==> src/rtl/ldpc_stream_collector.sv <==
`default_nettype none
// ============================================================================
// Module   : ldpc_stream_collector
// Purpose  : Captures the LDPC core's column stream and packs it, right-aligned
//            to the block size, into one codeword held under valid/ready.
//            Optional overrun detection is enabled with LDPC_COLLECT_OVERRUN_EN.
// Revision : 1.0 - initial release
// ============================================================================
module ldpc_stream_collector #(
    parameter  int MAX_BLOCK_SIZE = 64,
    parameter  int MAX_COLS       = 24,
    localparam int MAX_CODE_LEN   = MAX_COLS * MAX_BLOCK_SIZE,
    localparam int WIDTH_COLS     = $clog2(MAX_COLS + 1),
    localparam int WIDTH_BSZ      = $clog2(MAX_BLOCK_SIZE + 1),
    localparam int WIDTH_CODE_LEN = $clog2(MAX_CODE_LEN + 1)
) (
    input  logic                      clk,
    input  logic                      rst_n,
    input  logic                      cfg_valid,
    input  logic [WIDTH_COLS-1:0]     cfg_cols,
    input  logic [WIDTH_BSZ-1:0]      cfg_block_size,
    input  logic                      src_done,
    input  logic                      src_valid,
    input  logic [MAX_BLOCK_SIZE-1:0] src_data,
    output logic                      out_valid,
    input  logic                      out_ready,
    output logic [MAX_CODE_LEN-1:0]   out_codeword,
    output logic [WIDTH_CODE_LEN-1:0] out_len,
    output logic                      out_dec_valid,
    output logic                      busy,
    output logic                      overrun_err
);

    typedef enum logic [1:0] {
        S_IDLE    = 2'd0,
        S_COLLECT = 2'd1,
        S_HOLD    = 2'd2
    } state_t;

    state_t                    state_q, state_d;
    logic [WIDTH_COLS-1:0]     cnt_q, cnt_d;
    logic [WIDTH_COLS-1:0]     cols_q, cols_d;
    logic [WIDTH_BSZ-1:0]      bs_q, bs_d;
    logic [WIDTH_CODE_LEN-1:0] len_q, len_d;
    logic [MAX_CODE_LEN-1:0]   code_q, code_d;
    logic                      dec_q, dec_d;
    logic                      w_start;

    logic [WIDTH_BSZ-1:0]      w_shift;
    logic [MAX_BLOCK_SIZE-1:0] w_word;
    logic [WIDTH_CODE_LEN-1:0] w_offset;
    logic [MAX_CODE_LEN-1:0]   w_place;

    // Right shift zero-fills, so w_word is already masked to bs bits and can
    // be OR-ed into a codeword that was cleared when the capture started.
    assign w_shift  = WIDTH_BSZ'(MAX_BLOCK_SIZE) - bs_q;
    assign w_word   = src_data >> w_shift;
    assign w_offset = WIDTH_CODE_LEN'(cnt_q) * WIDTH_CODE_LEN'(bs_q);
    assign w_place  = {{(MAX_CODE_LEN-MAX_BLOCK_SIZE){1'b0}}, w_word} << w_offset;

    always_comb begin
        state_d = state_q;
        cnt_d   = cnt_q;
        cols_d  = cols_q;
        bs_d    = bs_q;
        len_d   = len_q;
        code_d  = code_q;
        dec_d   = dec_q;
        w_start = 1'b0;

        case (state_q)
            S_IDLE: begin
                if (cfg_valid) begin
                    cols_d = cfg_cols;
                    bs_d   = cfg_block_size;
                    len_d  = WIDTH_CODE_LEN'(cfg_cols) * WIDTH_CODE_LEN'(cfg_block_size);
                    code_d = '0;
                end
                if (src_done) begin
                    w_start = 1'b1;
                end
            end
            S_COLLECT: begin
                if (cnt_q < cols_q) begin
                    code_d = code_q | w_place;
                end
                if (cnt_q == WIDTH_COLS'(MAX_COLS - 1)) begin
                    state_d = S_HOLD;
                end else begin
                    cnt_d = cnt_q + 1'b1;
                end
            end
            S_HOLD: begin
                // A done arriving with the handshake starts the next capture at once.
                if (out_ready) begin
                    state_d = S_IDLE;
                    if (src_done) begin
                        w_start = 1'b1;
                    end
                end
            end
            default: begin
                state_d = S_IDLE;
            end
        endcase

        if (w_start) begin
            state_d = S_COLLECT;
            cnt_d   = '0;
            code_d  = '0;
            dec_d   = src_valid;
        end
    end

    always_ff @(posedge clk) begin
        if (!rst_n) begin
            state_q <= S_IDLE;
            cnt_q   <= '0;
            cols_q  <= '0;
            bs_q    <= '0;
            len_q   <= '0;
            code_q  <= '0;
            dec_q   <= 1'b0;
        end else begin
            state_q <= state_d;
            cnt_q   <= cnt_d;
            cols_q  <= cols_d;
            bs_q    <= bs_d;
            len_q   <= len_d;
            code_q  <= code_d;
            dec_q   <= dec_d;
        end
    end

`ifdef LDPC_COLLECT_OVERRUN_EN
    logic ovr_q, ovr_d;

    always_comb begin
        ovr_d = ovr_q;
        if (state_q == S_IDLE && cfg_valid) begin
            ovr_d = 1'b0;
        end else if (src_done &&
                     (state_q == S_COLLECT || (state_q == S_HOLD && !out_ready))) begin
            ovr_d = 1'b1;
        end
    end

    always_ff @(posedge clk) begin
        if (!rst_n) begin
            ovr_q <= 1'b0;
        end else begin
            ovr_q <= ovr_d;
        end
    end

    assign overrun_err = ovr_q;
`else
    assign overrun_err = 1'b0;
`endif

    assign out_valid     = (state_q == S_HOLD);
    assign busy          = (state_q == S_COLLECT);
    assign out_codeword  = code_q;
    assign out_len       = len_q;
    assign out_dec_valid = dec_q;

endmodule
`default_nettype wire

==> config.mk <==
export PLATFORM = sky130hd
export DESIGN_NAME = ldpc_stream_collector
export DESIGN_NICKNAME = d
export VERILOG_FILES = /design/src/rtl/ldpc_stream_collector.sv
export SDC_FILE = /design/constraint.sdc
export NUM_CORES = 2
export LEC_CHECK = 0
export CAP_MARGIN = 0
export CORE_AREA = 3 3 627 629
export DETAILED_ROUTE_END_ITERATION = 12
export DIE_AREA = 0 0 630 632
export SLEW_MARGIN = 40
export SYNTH_ARGS = -nofsm -noshare
export SYNTH_HDL_FRONTEND = slang
export SYNTH_SLANG_ARGS = --single-unit
==> constraint.sdc <==
create_clock -name clk -period 18.33 [get_ports clk]
set_input_delay 2.7495 -clock clk [delete_from_list [all_inputs] [get_ports clk]]
set_output_delay 2.7495 -clock clk [all_outputs]
set_load 0.005 [all_outputs]
==> impl_metrics.toml <==
[min_path]
hold_depth = 2
min-delay-path-class = "register to register"
worst_hold_path.endpoint = "out_codeword[980]$_SDFFE_PP0P_"
hold_path_startpoint = "out_codeword[980]$_SDFFE_PP0P_"

[clocking]
clkLatencyLatePin_ns = 0.92
cts_tree = "done"
post_cts_buffers = 0
root_buffer = "clkbuf_16"
clock_sink_count = 1567
post_cts_resized = 0
cts_hold_repair.buffers = 0
clkSlewWorstSetupHoldPaths_ns = 0.06
cts_htree_levels = 4
cts-buffers-inserted = 194
clock_path_buffers = 4

[grt]
via_count_of_the_first_global_routing_pass = 69100
grt_start_max_net_pins = 197
globalRouteOverflowTotal = 0
grt_util_all_layers_pct = 26.9
antenna_found_initial = 59
grt_first_pass_wirelength_um = 719000

[route]
first_pass_iters = 8
final_wirelength_um = 565000
antenna_violating_nets_post_route = 0
vias = 75500
post-route-drc-count = 0
initialDrtViolationCount = 9180
viasPerCell = 5.09
wl_per_cell_um = 38.1

[power]
sw_frac_of_total_pct = 32.2
power_density_nw_per_um2 = 91.4
report.power.total_mw = 9.14
net-switching-power_mw = 2.95
power.combinational.fraction_pct = 17.3
peakVddDrop_v = 0.0000833
power_leakage_nw = 32.6
power_frac_clock_pct = 45.1
internal_power_mw = 6.20
pwr-share-seq_pct = 37.5

[flow_run]
maxCapViolations = 0

[die]
fp.dieArea_um2 = 398000
core_area_um2 = 389000
rows = 229
chipWidth_um = 630
die_y_um = 632
boundaryPins = 1633
start_util_pct = 17.6

[yosys]
synthTopCellsByCount = "dfxtp_1, nor2_1, nand2_1"
synth.top_cell.area_share_pct = 45.9
syn-instance-count = 7933
syn_avg_cell_area_um2 = 8.62
synth_warnings = 0
postSynthNetCount = 8087
synth_area_leaders = "dfxtp_1, nor2_1, nand2_1"
dominantRegCellSynth = "dfxtp_1"
synth-seq-cells = 1567
postSynth.asyncResetShare_pct = 0
post_synth_edffs = 0
synth_most_common_cell = "dfxtp_1"
synth_largest_area_cell = "dfxtp_1"
synth.cell_area_um2 = 68400
ys_seq_area_share_pct = 45.9
distinct_cell_type_count_of_the_synthesized_netlist = 129

[placement]
globalplace.congestion = 1.03
count_of_buffers_from_port_buffering = 1631
placedCellCount = 14400
post-dp-hpwl_um = 432000

[timing]
timing.final.max_slew_violations = 0
max_slew.worst_pin.slew_ns = 0.987
fin_worst_skew_ns = 0.0907
min_period_over_period_pct = 48.7
fin_tns_setup_ns = 0
achievable-frequency_ghz = 0.112
shortest_clock_period_the_worst_path_allows_after_layout_ns = 8.94
grt_setup_unrepaired = "false"
max_slew_margin_pct = 34.2
setup-violations-final = 0
report.final.hold_viol_count = 0

[setup_path]
critical_path.slowest_cell = "dfxtp_1"
cp_data_required_time_ns = 19.10
worst_r2r_endpoint = "out_codeword[645]$_SDFFE_PP0P_"
worst_path_most_repeated_cell = "fa_1"
cp-startpoint = "bs_q[1]$_SDFFE_PN0P_"
critPathMaxStageDelay_ns = 0.76
timing.critical_path.cells = "nand2_1 > fa_1 > fa_1 > fa_1 > inv_1 > ha_1 > a21o_1 > a21oi_1 > o21bai_1 > a21oi_1 > o21ai_0 > xnor2_2 > buf_4 > nand2_2 > nor2_4 > buf_4 > nand2_2 > nor2_1 > a221oi_1 > nor2_1"
criticalPathCategory = "register to register"
kind_of_launch_point_of_the_worst_setup_path = "register"
reg2reg_depth = 20
crit_fanout = 30
critical_path.reg2reg.startpoint = "bs_q[1]$_SDFFE_PN0P_"
r2r_slack_ns = 9.39
crit_path_end_kind = "register"
cp_data_arrival_time_ns = 9.71

[final_layout]
nFillCells = 42000
synthToLayoutAreaGrowth_pct = 46.3
drive_above_1_share_pct = 12.7
nets = 9576
layoutNonFillerInstCount = 14800
multiInputGateArea_um2 = 35800
seqCellArea_um2 = 31400

[run_status]
outcome = "finished, final reports clean"
layer usage:
layer  vias up  track usage [%]  part of all wire (%)
met2      5007             41.9                    44
li1      31700                -                     -
met4        14             19.0                   8.6
met1     37600             31.3                    37
met3      1181             8.59                    10
met5         -                0                 0.018
placed cells by master (no fill, tap or decap), drive strengths merged, types with 40 or more instances in the layout:
master	instances
a211oi	99
a21oi	572
a221oi	231
a22o	65
a22oi	56
a31oi	70
and2	72
buf	334
clkbuf	271
clkdlybuf4s50	1629
clkinv	40
dfxtp	1567
diode	45
ha	44
inv	101
mux2	60
mux2i	102
mux4	98
nand2	1035
nand3	154
nor2	1039
nor3	117
o211ai	47
o21a	131
o21ai	820
o221ai	45
o22ai	153
power groups by stage:
stage,Combinational (mW),Clock [mW],Sequential (mW)
floorplan,0.752,0,3.50
global placement,1.50,0,3.50
detailed placement,1.52,0,3.50
CTS,1.53,4.21,3.43
global route,1.60,4.33,3.43
finish,1.59,4.13,3.43
worst max-delay path by stage:
stage	to	slack, ns	cells past startpoint
after detailed placement	out_codeword[87]$_SDFFE_PP0P_	9.50	20
after floorplan	out_len[10]$_SDFFE_PN0P_	12.17	16
after CTS	out_codeword[645]$_SDFFE_PP0P_	9.47	20
final	out_codeword[645]$_SDFFE_PP0P_	9.39	20
after global placement	out_codeword[1461]$_SDFFE_PP0P_	9.00	18
after global routing	out_codeword[663]$_SDFFE_PP0P_	9.07	20
metrics by stage:
stage / instance area, um^2 / setup slack (ns) / hold slack [ns] / utilization [%]
after floorplan: 68400 / 12.17 / 0.442 / -
after global placement: 92100 / 9.00 / 0.432 / 23.7
after detailed placement: 93100 / 9.50 / 0.439 / 24.0
after CTS: 99800 / 9.47 / 0.448 / 25.7
after global routing: 99900 / 9.07 / 0.465 / 25.7
final: 100000 / 9.39 / 0.444 / 25.7
area by class of cell:
cell class,count,share of cell area [%]
multi-input cells,5611,35.8
repair buffers,1964,19.2
inverters,84,0.318
well taps,5197,6.50
diodes,45,0.113
clock inverters,86,1.18
clock buffers,270,5.52
flip-flops and latches,1567,31.4
logic make-up (layout without fill, tap and decap cells):
group                    Yosys count  after routing  synth area share (%)
AO/OA/AOI/OAI                   2656           2656                  25.7
multiplexers                     260            260                  5.80
adder cells (fa/ha/maj)           72             72                  1.63
XOR/XNOR                          36             36                 0.500
flip-flops                      1567           1567                  45.9
other                              1             46               0.00549
AND/OR/NAND/NOR                 2586           2586                  15.8
buffers and inverters            755           2404                  4.69
flip-flops by register name, summed over array words and instances, names as in the netlist:
| signal | count |
|---|---|
| out_codeword | 1536 |
| cnt_q | 5 |
| out_len | 11 |
| out_dec_valid | 1 |
| state_q | 2 |
| cols_q | 5 |
| bs_q | 7 |
worst max-delay path: cells and delay by family, from the launching register on:
family,cells,cell delay (ns)
AO/OA/AOI/OAI,6,2.11
XOR/XNOR,1,0.22
adder cells (fa/ha/maj),4,1.87
buffers and inverters,3,1.02
flip-flops,1,0.76
AND/OR/NAND/NOR,6,2.77
Power figures use the tool's default switching activity.
